[src/rtl/riscv_mcyc_ctrl.sv]
// Multi-cycle RV32I control FSM: sequences PC/IR/ALUOut datapath one instruction at a time.
// Optional MCYC_MEM_WAIT_EN: FETCH, MEM_RD and MEM_WR stall until mem_rdy.
module riscv_mcyc_ctrl (
    input  logic        clk,
    input  logic        rst,
    input  logic [31:0] instr,
    input  logic        zero,
    input  logic        mem_rdy,
    output logic        pc_we,
    output logic        ir_we,
    output logic        reg_we,
    output logic        mem_we,
    output logic        adr_src,
    output logic [1:0]  alu_src_a,
    output logic [1:0]  alu_src_b,
    output logic [1:0]  res_src,
    output logic [2:0]  imm_src,
    output logic [3:0]  alu_ctrl,
    output logic [3:0]  state,
    output logic        illegal
);
    typedef enum logic [3:0] {
        FETCH = 4'd0, DECODE = 4'd1, MEM_ADR = 4'd2, MEM_RD = 4'd3,
        MEM_WB = 4'd4, MEM_WR = 4'd5, EXEC_R = 4'd6, EXEC_I = 4'd7,
        ALU_WB = 4'd8, BRANCH = 4'd9, JAL = 4'd10, JALR = 4'd11,
        LUI = 4'd12, TRAP = 4'd15
    } state_t;

    localparam logic [3:0] ALU_ADD = 4'd0, ALU_SUB = 4'd1, ALU_AND = 4'd2, ALU_OR = 4'd3,
                           ALU_XOR = 4'd4, ALU_SLT = 4'd5, ALU_SLL = 4'd6, ALU_SRL = 4'd7,
                           ALU_SRA = 4'd8;

    state_t cur, nxt;
    logic [6:0] opcode;
    logic [2:0] funct3;
    logic       f7b5, is_r, rdy;
    logic [3:0] alu_dec;
    logic       pc_we_c, ir_we_c, reg_we_c, mem_we_c;

    assign opcode = instr[6:0];
    assign funct3 = instr[14:12];
    assign f7b5   = instr[30];
    assign is_r   = (opcode == 7'b0110011);

`ifdef MCYC_MEM_WAIT_EN
    assign rdy = mem_rdy;
`else
    logic unused_mem_rdy;
    assign unused_mem_rdy = mem_rdy;
    assign rdy = 1'b1;
`endif

    logic unused_instr;
    assign unused_instr = ^{instr[31], instr[29:15], instr[11:7]};

    always_ff @(posedge clk) begin
        if (rst) cur <= FETCH;
        else     cur <= nxt;
    end

    // funct3 011 has no ALU meaning here and routes to TRAP in the EXEC states
    always_comb begin
        alu_dec = ALU_ADD;
        case (funct3)
            3'b000:  alu_dec = (is_r && f7b5) ? ALU_SUB : ALU_ADD;
            3'b001:  alu_dec = ALU_SLL;
            3'b010:  alu_dec = ALU_SLT;
            3'b100:  alu_dec = ALU_XOR;
            3'b101:  alu_dec = f7b5 ? ALU_SRA : ALU_SRL;
            3'b110:  alu_dec = ALU_OR;
            3'b111:  alu_dec = ALU_AND;
            default: alu_dec = ALU_ADD;
        endcase
    end

    always_comb begin
        nxt       = cur;
        pc_we_c   = 1'b0;
        ir_we_c   = 1'b0;
        reg_we_c  = 1'b0;
        mem_we_c  = 1'b0;
        adr_src   = 1'b0;
        alu_src_a = 2'b00;
        alu_src_b = 2'b00;
        res_src   = 2'b00;
        imm_src   = 3'd0;
        alu_ctrl  = ALU_ADD;
        case (cur)
            FETCH: begin
                alu_src_b = 2'b10;
                res_src   = 2'b10;
                ir_we_c   = rdy;
                pc_we_c   = rdy;
                if (rdy) nxt = DECODE;
            end
            DECODE: begin
                alu_src_a = 2'b01;
                alu_src_b = 2'b01;
                imm_src   = (opcode == 7'b1101111) ? 3'd3 : 3'd2;
                case (opcode)
                    7'b0000011, 7'b0100011: nxt = MEM_ADR;
                    7'b0110011:             nxt = EXEC_R;
                    7'b0010011:             nxt = EXEC_I;
                    7'b1100011:             nxt = BRANCH;
                    7'b1101111:             nxt = JAL;
                    7'b1100111:             nxt = JALR;
                    7'b0110111:             nxt = LUI;
                    default:                nxt = TRAP;
                endcase
            end
            MEM_ADR: begin
                alu_src_a = 2'b10;
                alu_src_b = 2'b01;
                imm_src   = (opcode == 7'b0100011) ? 3'd1 : 3'd0;
                if (funct3 != 3'b010)          nxt = TRAP;
                else if (opcode == 7'b0100011) nxt = MEM_WR;
                else                           nxt = MEM_RD;
            end
            MEM_RD: begin
                adr_src = 1'b1;
                if (rdy) nxt = MEM_WB;
            end
            MEM_WB: begin
                res_src  = 2'b01;
                reg_we_c = 1'b1;
                nxt      = FETCH;
            end
            MEM_WR: begin
                adr_src  = 1'b1;
                mem_we_c = 1'b1;
                if (rdy) nxt = FETCH;
            end
            EXEC_R, EXEC_I: begin
                alu_src_a = 2'b10;
                alu_src_b = (cur == EXEC_I) ? 2'b01 : 2'b00;
                alu_ctrl  = alu_dec;
                nxt       = (funct3 == 3'b011) ? TRAP : ALU_WB;
            end
            ALU_WB: begin
                reg_we_c = 1'b1;
                nxt      = FETCH;
            end
            BRANCH: begin
                alu_src_a = 2'b10;
                alu_ctrl  = ALU_SUB;
                case (funct3)
                    3'b000:  begin pc_we_c = zero;  nxt = FETCH; end
                    3'b001:  begin pc_we_c = ~zero; nxt = FETCH; end
                    default: nxt = TRAP;
                endcase
            end
            JALR: begin
                alu_src_a = 2'b10;
                alu_src_b = 2'b01;
                nxt       = JAL;
            end
            // PC takes the target from ALUOut while the ALU forms OldPC + 4 for rd
            JAL: begin
                alu_src_a = 2'b01;
                alu_src_b = 2'b10;
                pc_we_c   = 1'b1;
                nxt       = ALU_WB;
            end
            LUI: begin
                alu_src_a = 2'b11;
                alu_src_b = 2'b01;
                imm_src   = 3'd4;
                nxt       = ALU_WB;
            end
            TRAP:    nxt = TRAP;
            default: nxt = TRAP;
        endcase
    end

    assign pc_we   = pc_we_c  & ~rst;
    assign ir_we   = ir_we_c  & ~rst;
    assign reg_we  = reg_we_c & ~rst;
    assign mem_we  = mem_we_c & ~rst;
    assign state   = cur;
    assign illegal = (cur == TRAP);
endmodule

[config.mk]
export PLATFORM = sky130hd
export DESIGN_NAME = riscv_mcyc_ctrl
export DESIGN_NICKNAME = d
export VERILOG_FILES = /design/src/rtl/riscv_mcyc_ctrl.sv
export SDC_FILE = /design/constraint.sdc
export NUM_CORES = 1
export LEC_CHECK = 0
export BUFFER_PORTS_ARGS = -buffer_cell sky130_fd_sc_hd__buf_2
export CAP_MARGIN = 20
export CORE_UTILIZATION = 40
export CTS_CLUSTER_SIZE = 16
export DETAILED_ROUTE_END_ITERATION = 8
export GPL_ROUTABILITY_DRIVEN = 0
export PLACE_DENSITY = 0.8
export SYNTH_ARGS = -nofsm -noshare
export SYNTH_HDL_FRONTEND = slang
export SYNTH_SLANG_ARGS = --single-unit
export TNS_END_PERCENT = 1
[constraint.sdc]
create_clock -name clk -period 3.9 [get_ports clk]
set_input_delay 0.195 -clock clk [delete_from_list [all_inputs] [get_ports clk]]
set_output_delay 0.195 -clock clk [all_outputs]
set_load 0.1 [all_outputs]
Word level (Yosys, flattened, before mapping)
Cells that the tools add are included.
{"block": "word_totals", "output_inout_bits": 23, "in_bits": 36, "reg_bits": 4}
{"block": "classes", "muxes": 23, "n_reduce_logical": 14, "n_eq_ne": 29, "bitwise": 6}
{"op": "4-bit one-hot mux with 7 select lines", "count": 2}
{"op": "4-bit one-hot mux with 9 select lines", "count": 1}
{"op": "4-bit equality test (second input constant)", "count": 6}
{"op": "7-bit by 6-bit equality test with 1-bit output (second input constant)", "count": 3}
{"op": "7-bit equality test (second input constant)", "count": 3}
{"op": "4-bit by 3-bit equality test with 1-bit output (second input constant)", "count": 4}
{"op": "2-bit OR reduction", "count": 8}
{"op": "3-bit equality test (second input constant)", "count": 4}
{"op": "4-bit two-way mux", "count": 3}
{"op": "2-bit one-hot mux with 3 select lines", "count": 2}
{"op": "3-bit one-hot mux with 3 select lines", "count": 1}
{"op": "4-bit by 2-bit equality test with 1-bit output (second input constant)", "count": 2}
{"op": "1-bit two-way mux", "count": 8}
{"op": "4-bit one-hot mux with 2 select lines", "count": 1}
{"op": "7-bit by 2-bit equality test with 1-bit output (second input constant)", "count": 1}
{"op": "7-bit by 5-bit equality test with 1-bit output (second input constant)", "count": 1}
{"op": "3-bit by 2-bit equality test with 1-bit output (second input constant)", "count": 2}
{"op": "3-bit two-way mux", "count": 2}
{"op": "5-bit OR reduction", "count": 1}
{"op": "1-bit bitwise AND", "count": 4}
{"op": "4-bit by 1-bit equality test with 1-bit output (second input constant)", "count": 1}
{"op": "4-bit logical NOT", "count": 1}
{"op": "1-bit one-hot mux with 2 select lines", "count": 2}
{"op": "2-bit one-hot mux with 2 select lines", "count": 1}
{"op": "7 further kinds", "count": 8}

Depth between registers and ports, before layout
{"block": "depth", "ltp_word": 5, "mapped_depth": 6}

Worst setup path after synthesis
Ideal clock, no wire load.
{"block": "synth_timing", "path_type": "reg2out", "start": "reg cur[2], in the netlist state[2]", "end": "out alu_ctrl[3]", "path_slack_ns": -1.002, "arrival_time_ns": 4.707, "path_buffers": 2, "stages_incl_launch_ff": 5, "t_required_ns": 3.705, "path_cell_list": "dfxtp_1 -> buf_2 -> buf_2 -> nand2_1 -> nor4b_1"}
{"block": "synth_via", "elab_chain_cells": 3}
{"element": "from (decl)", "line": "33", "source": "state_t cur, nxt;"}
{"element": "from (signal assigned)", "line": "58", "source": "else cur <= nxt;"}
{"element": "4-bit by 3-bit equality test with 1-bit output", "line": "88", "source": "case (cur)"}
{"element": "2-bit OR reduction", "line": "88"}
{"element": "4-bit one-hot mux with 2 select lines *", "line": "88"}
{"element": "to (decl)", "line": "18", "source": "output logic [3:0] alu_ctrl,"}
Mark *: on every way between the ends. The rest lies on a longest branch, timed or not.

Worst setup path in the final report
{"block": "layout_timing", "start": "reg cur[3], in the netlist state[3]", "end": "out pc_we"}
{"block": "layout_via", "elab_chain_cells": 4}
{"element": "4-bit equality test / 4-bit logical NOT (equally long branches)", "line": "88"}
{"element": "2-bit OR reduction (no line)"}
{"element": "1-bit one-hot mux with 2 select lines *", "line": "88"}
{"element": "1-bit bitwise AND *", "line": "175", "source": "assign pc_we = pc_we_c & ~rst;"}
{"element": "to (decl)", "line": "9", "source": "output logic pc_we,"}
Marked as above.

==> run_results.csv <==
group,metric,value,unit
floorplan,die_y,46.43,um
layout,fin_util,54.74,%
yosys,syn_area_per_cell,6.635,um2
clock_tree,htreeDepth,1,
setup_path,r2r-start,"state[0]",
clock_tree,worstSkewPairLatency,0.25,ns
global_routing,antenna_found_initial,0,
layout,final_common_cell,"buf_2",
global_routing,grt_pass1_wl,3360,um
worst_hold_path,min_to,"state[1]",
yosys,synth_ff_type,"dfxtp_1",
route,via_count,944,
route,drt_iter0_drc,16,
route,first_pass_iters,4,
clock_tree,ctsResizeCount,0,
route,wl_per_cell,11.81,um
setup_path,reg2reg_slack,2.31,ns
setup_path,crit_arrival,2.14,ns
floorplan,start_util,44.28,%
yosys,synth_cells,119,
flow_run,cap_violations,0,
setup_path,worstPathMaxFanout,20,
run_status,status,"complete, no violations",
route,antenna_left,0,
floorplan,coreArea,0.001783,mm2
layout,nNetsFinal,185,
sta,setup_viol,0,
setup_path,cpPeakStageDelay,0.70,ns
floorplan,die_w,46.43,um
clock_tree,clk_pin_slew,0.04,ns
worst_hold_path,hold-path-cell-count,3,
worst_hold_path,hold_start,"instr[3]",
sta,report.final.hold_viol_count,0,
clock_tree,cts_setup_buffers,0,
route,drt-total-wl,2031,um
setup_path,path_class,"reg2out",
layout,num_antenna_cells,0,
layout,largest_register_ffs,4,
clock_tree,cts.path.max_buffers,2,
setup_path,cp_top_family,"flip-flops",
yosys,async_flop_share,0,%
clock_tree,cts_tree,"done",
clock_tree,cts_buffers,3,
yosys,synth.ff_latch_count,4,
layout,nFillCells,196,
sta,fin_crit_sh,59.79,%
setup_path,timing.critical_path.buf_inv,1,
setup_path,worstPathRequired,3.70,ns
yosys,synth_edf_count,0,
route,drcViolationCount,0,
yosys,yosysSeqAreaShare,10.14,%
sta,slew_viol_final,0,
global_routing,grt_max_degree,21,
sta,tightest_slew,0.6193,ns
global_routing,overflow,0,
sta,maxSlewHeadroom,58.66,%
yosys,synth_cell_types,44,
yosys,syn_area,789.5,um2
sta,rsz0062_at_grt,"no",
setup_path,crit_path_end_kind,"output port",
clock_tree,cts-root-buf,"clkbuf_4",
floorplan,rows,15,
sta,maxClockFrequency,428.9,MHz
placement,hpwl,1550,um
sta,fin_skew,0.008394,ns
yosys,ys_warn_count,0,
global_routing,grtUsageTotal,21.66,%
clock_tree,cts.sinks,4,
layout,drive_above_1_share,32.65,%
setup_path,start_kind,"flop",
layout,layout_common_cells,"buf_2, nand2_1, nor2_1, nor2b_1, nor3_1",
global_routing,grt_pass1_vias,790,
sta,fin_crit,2.332,ns
placement,io_buffers,36,
setup_path,crit_slowest_cell,"dfxtp_1",
layout,area_growth,23.61,%
worst_hold_path,hp-class,"in2reg",
route,vias_per_cell,5.488,
setup_path,worstSetupStartpoint,"state[3]",
floorplan,dieArea,0.002155,mm2
setup_path,worstPathCellList,"and2b_1 -> nor4_2 -> a41oi_1 -> nor2_1 -> buf_2",
floorplan,io_pins,59,
clock_tree,hold_buffers,0,
yosys,syn-num-nets,155,
setup_path,rr_worst_depth,4,
setup_path,rr_endpoint,"state[0]",
## cells in the mapped netlist (2+ instances only)
cell | count | area, um2
a2111oi_0 | 2 | 17.52
a211oi_1 | 2 | 15.01
a21o_1 | 2 | 15.01
a21oi_1 | 5 | 25.02
a31oi_1 | 2 | 12.51
and3_1 | 2 | 12.51
buf_2 | 10 | 50.05
dfxtp_1 | 4 | 80.08
inv_1 | 4 | 15.01
nand2_1 | 16 | 60.06
nand2b_1 | 3 | 18.77
nand3_1 | 3 | 15.01
nor2_1 | 13 | 48.80
nor2b_1 | 7 | 43.79
nor3_1 | 7 | 35.03
nor3b_1 | 3 | 22.52
o2111ai_1 | 2 | 17.52
o211ai_1 | 2 | 15.01
o21ai_0 | 4 | 20.02
xnor2_1 | 2 | 17.52
## how the worst max path moves through the flow
stage | to | slack [ns] | cells past startpoint
final | pc_we | 1.57 | 5
after global routing | pc_we | 1.42 | 5
after CTS | pc_we | 1.56 | 5
after detailed placement | pc_we | 1.84 | 5
after global placement | pc_we | 1.88 | 5
after floorplan | pc_we | -0.96 | 5
## per-layer routing
layer | global-route usage, % | share of wire (%) | vias up
li1 | - | - | 500
met5 | 0 | 0 | -
met1 | 26.91 | 47 | 417
met3 | 7.451 | 5.2 | 2
met4 | 6.471 | 0.54 | 0
met2 | 34.72 | 47 | 25
## stage by stage
| step | setup slack [ns] | setup TNS, ns | instances | hold WS [ns] | instance area [um2] |
|---|---|---|---|---|---|
| CTS | 1.561 | 0 | 172 | 0.2889 | 975.9 |
| detailed placement | 1.840 | 0 | 169 | 0.5530 | 953.4 |
| global route | 1.419 | 0 | 172 | 0.3187 | 975.9 |
| finish | 1.568 | 0 | 172 | 0.3008 | 975.9 |
| global placement | 1.883 | 0 | 169 | 0.5325 | 953.4 |
| floorplan | -0.9559 | -1.883 | 119 | 0.3750 | 795.8 |
## logic make-up (layout without fill, tap and decap cells)
family | after synthesis | in the layout | synth area share (%)
AOI/OAI and AO/OA | 31 | 31 | 31.06
xor gates and xnor gates | 3 | 3 | 3.329
buffers and inverters | 15 | 43 | 8.716
DFF | 4 | 4 | 10.14
muxes | 1 | 1 | 1.901
and+or+nand+nor | 65 | 65 | 44.85
## layout make-up
class                           instances  area (um2)  area share [%]
Clock buffer                            3       22.52           2.308
Inverter                                4       15.01           1.538
Multi-Input combinational cell        100       646.9           66.28
Sequential cell                         4       80.08           8.205
Tap cell                               25       31.28           3.205
Timing Repair Buffer                   36       180.2           18.46
## worst reg2reg max path: stages (launching register included)
cell      delay, ns
dfxtp_1        0.63
and2b_2        0.30
nand2_1        0.14
a2111o_1       0.37
nand3_1        0.09
Power is not shown: default switching activity piles up to over one toggle a cycle in this logic, so the estimate is an artifact.
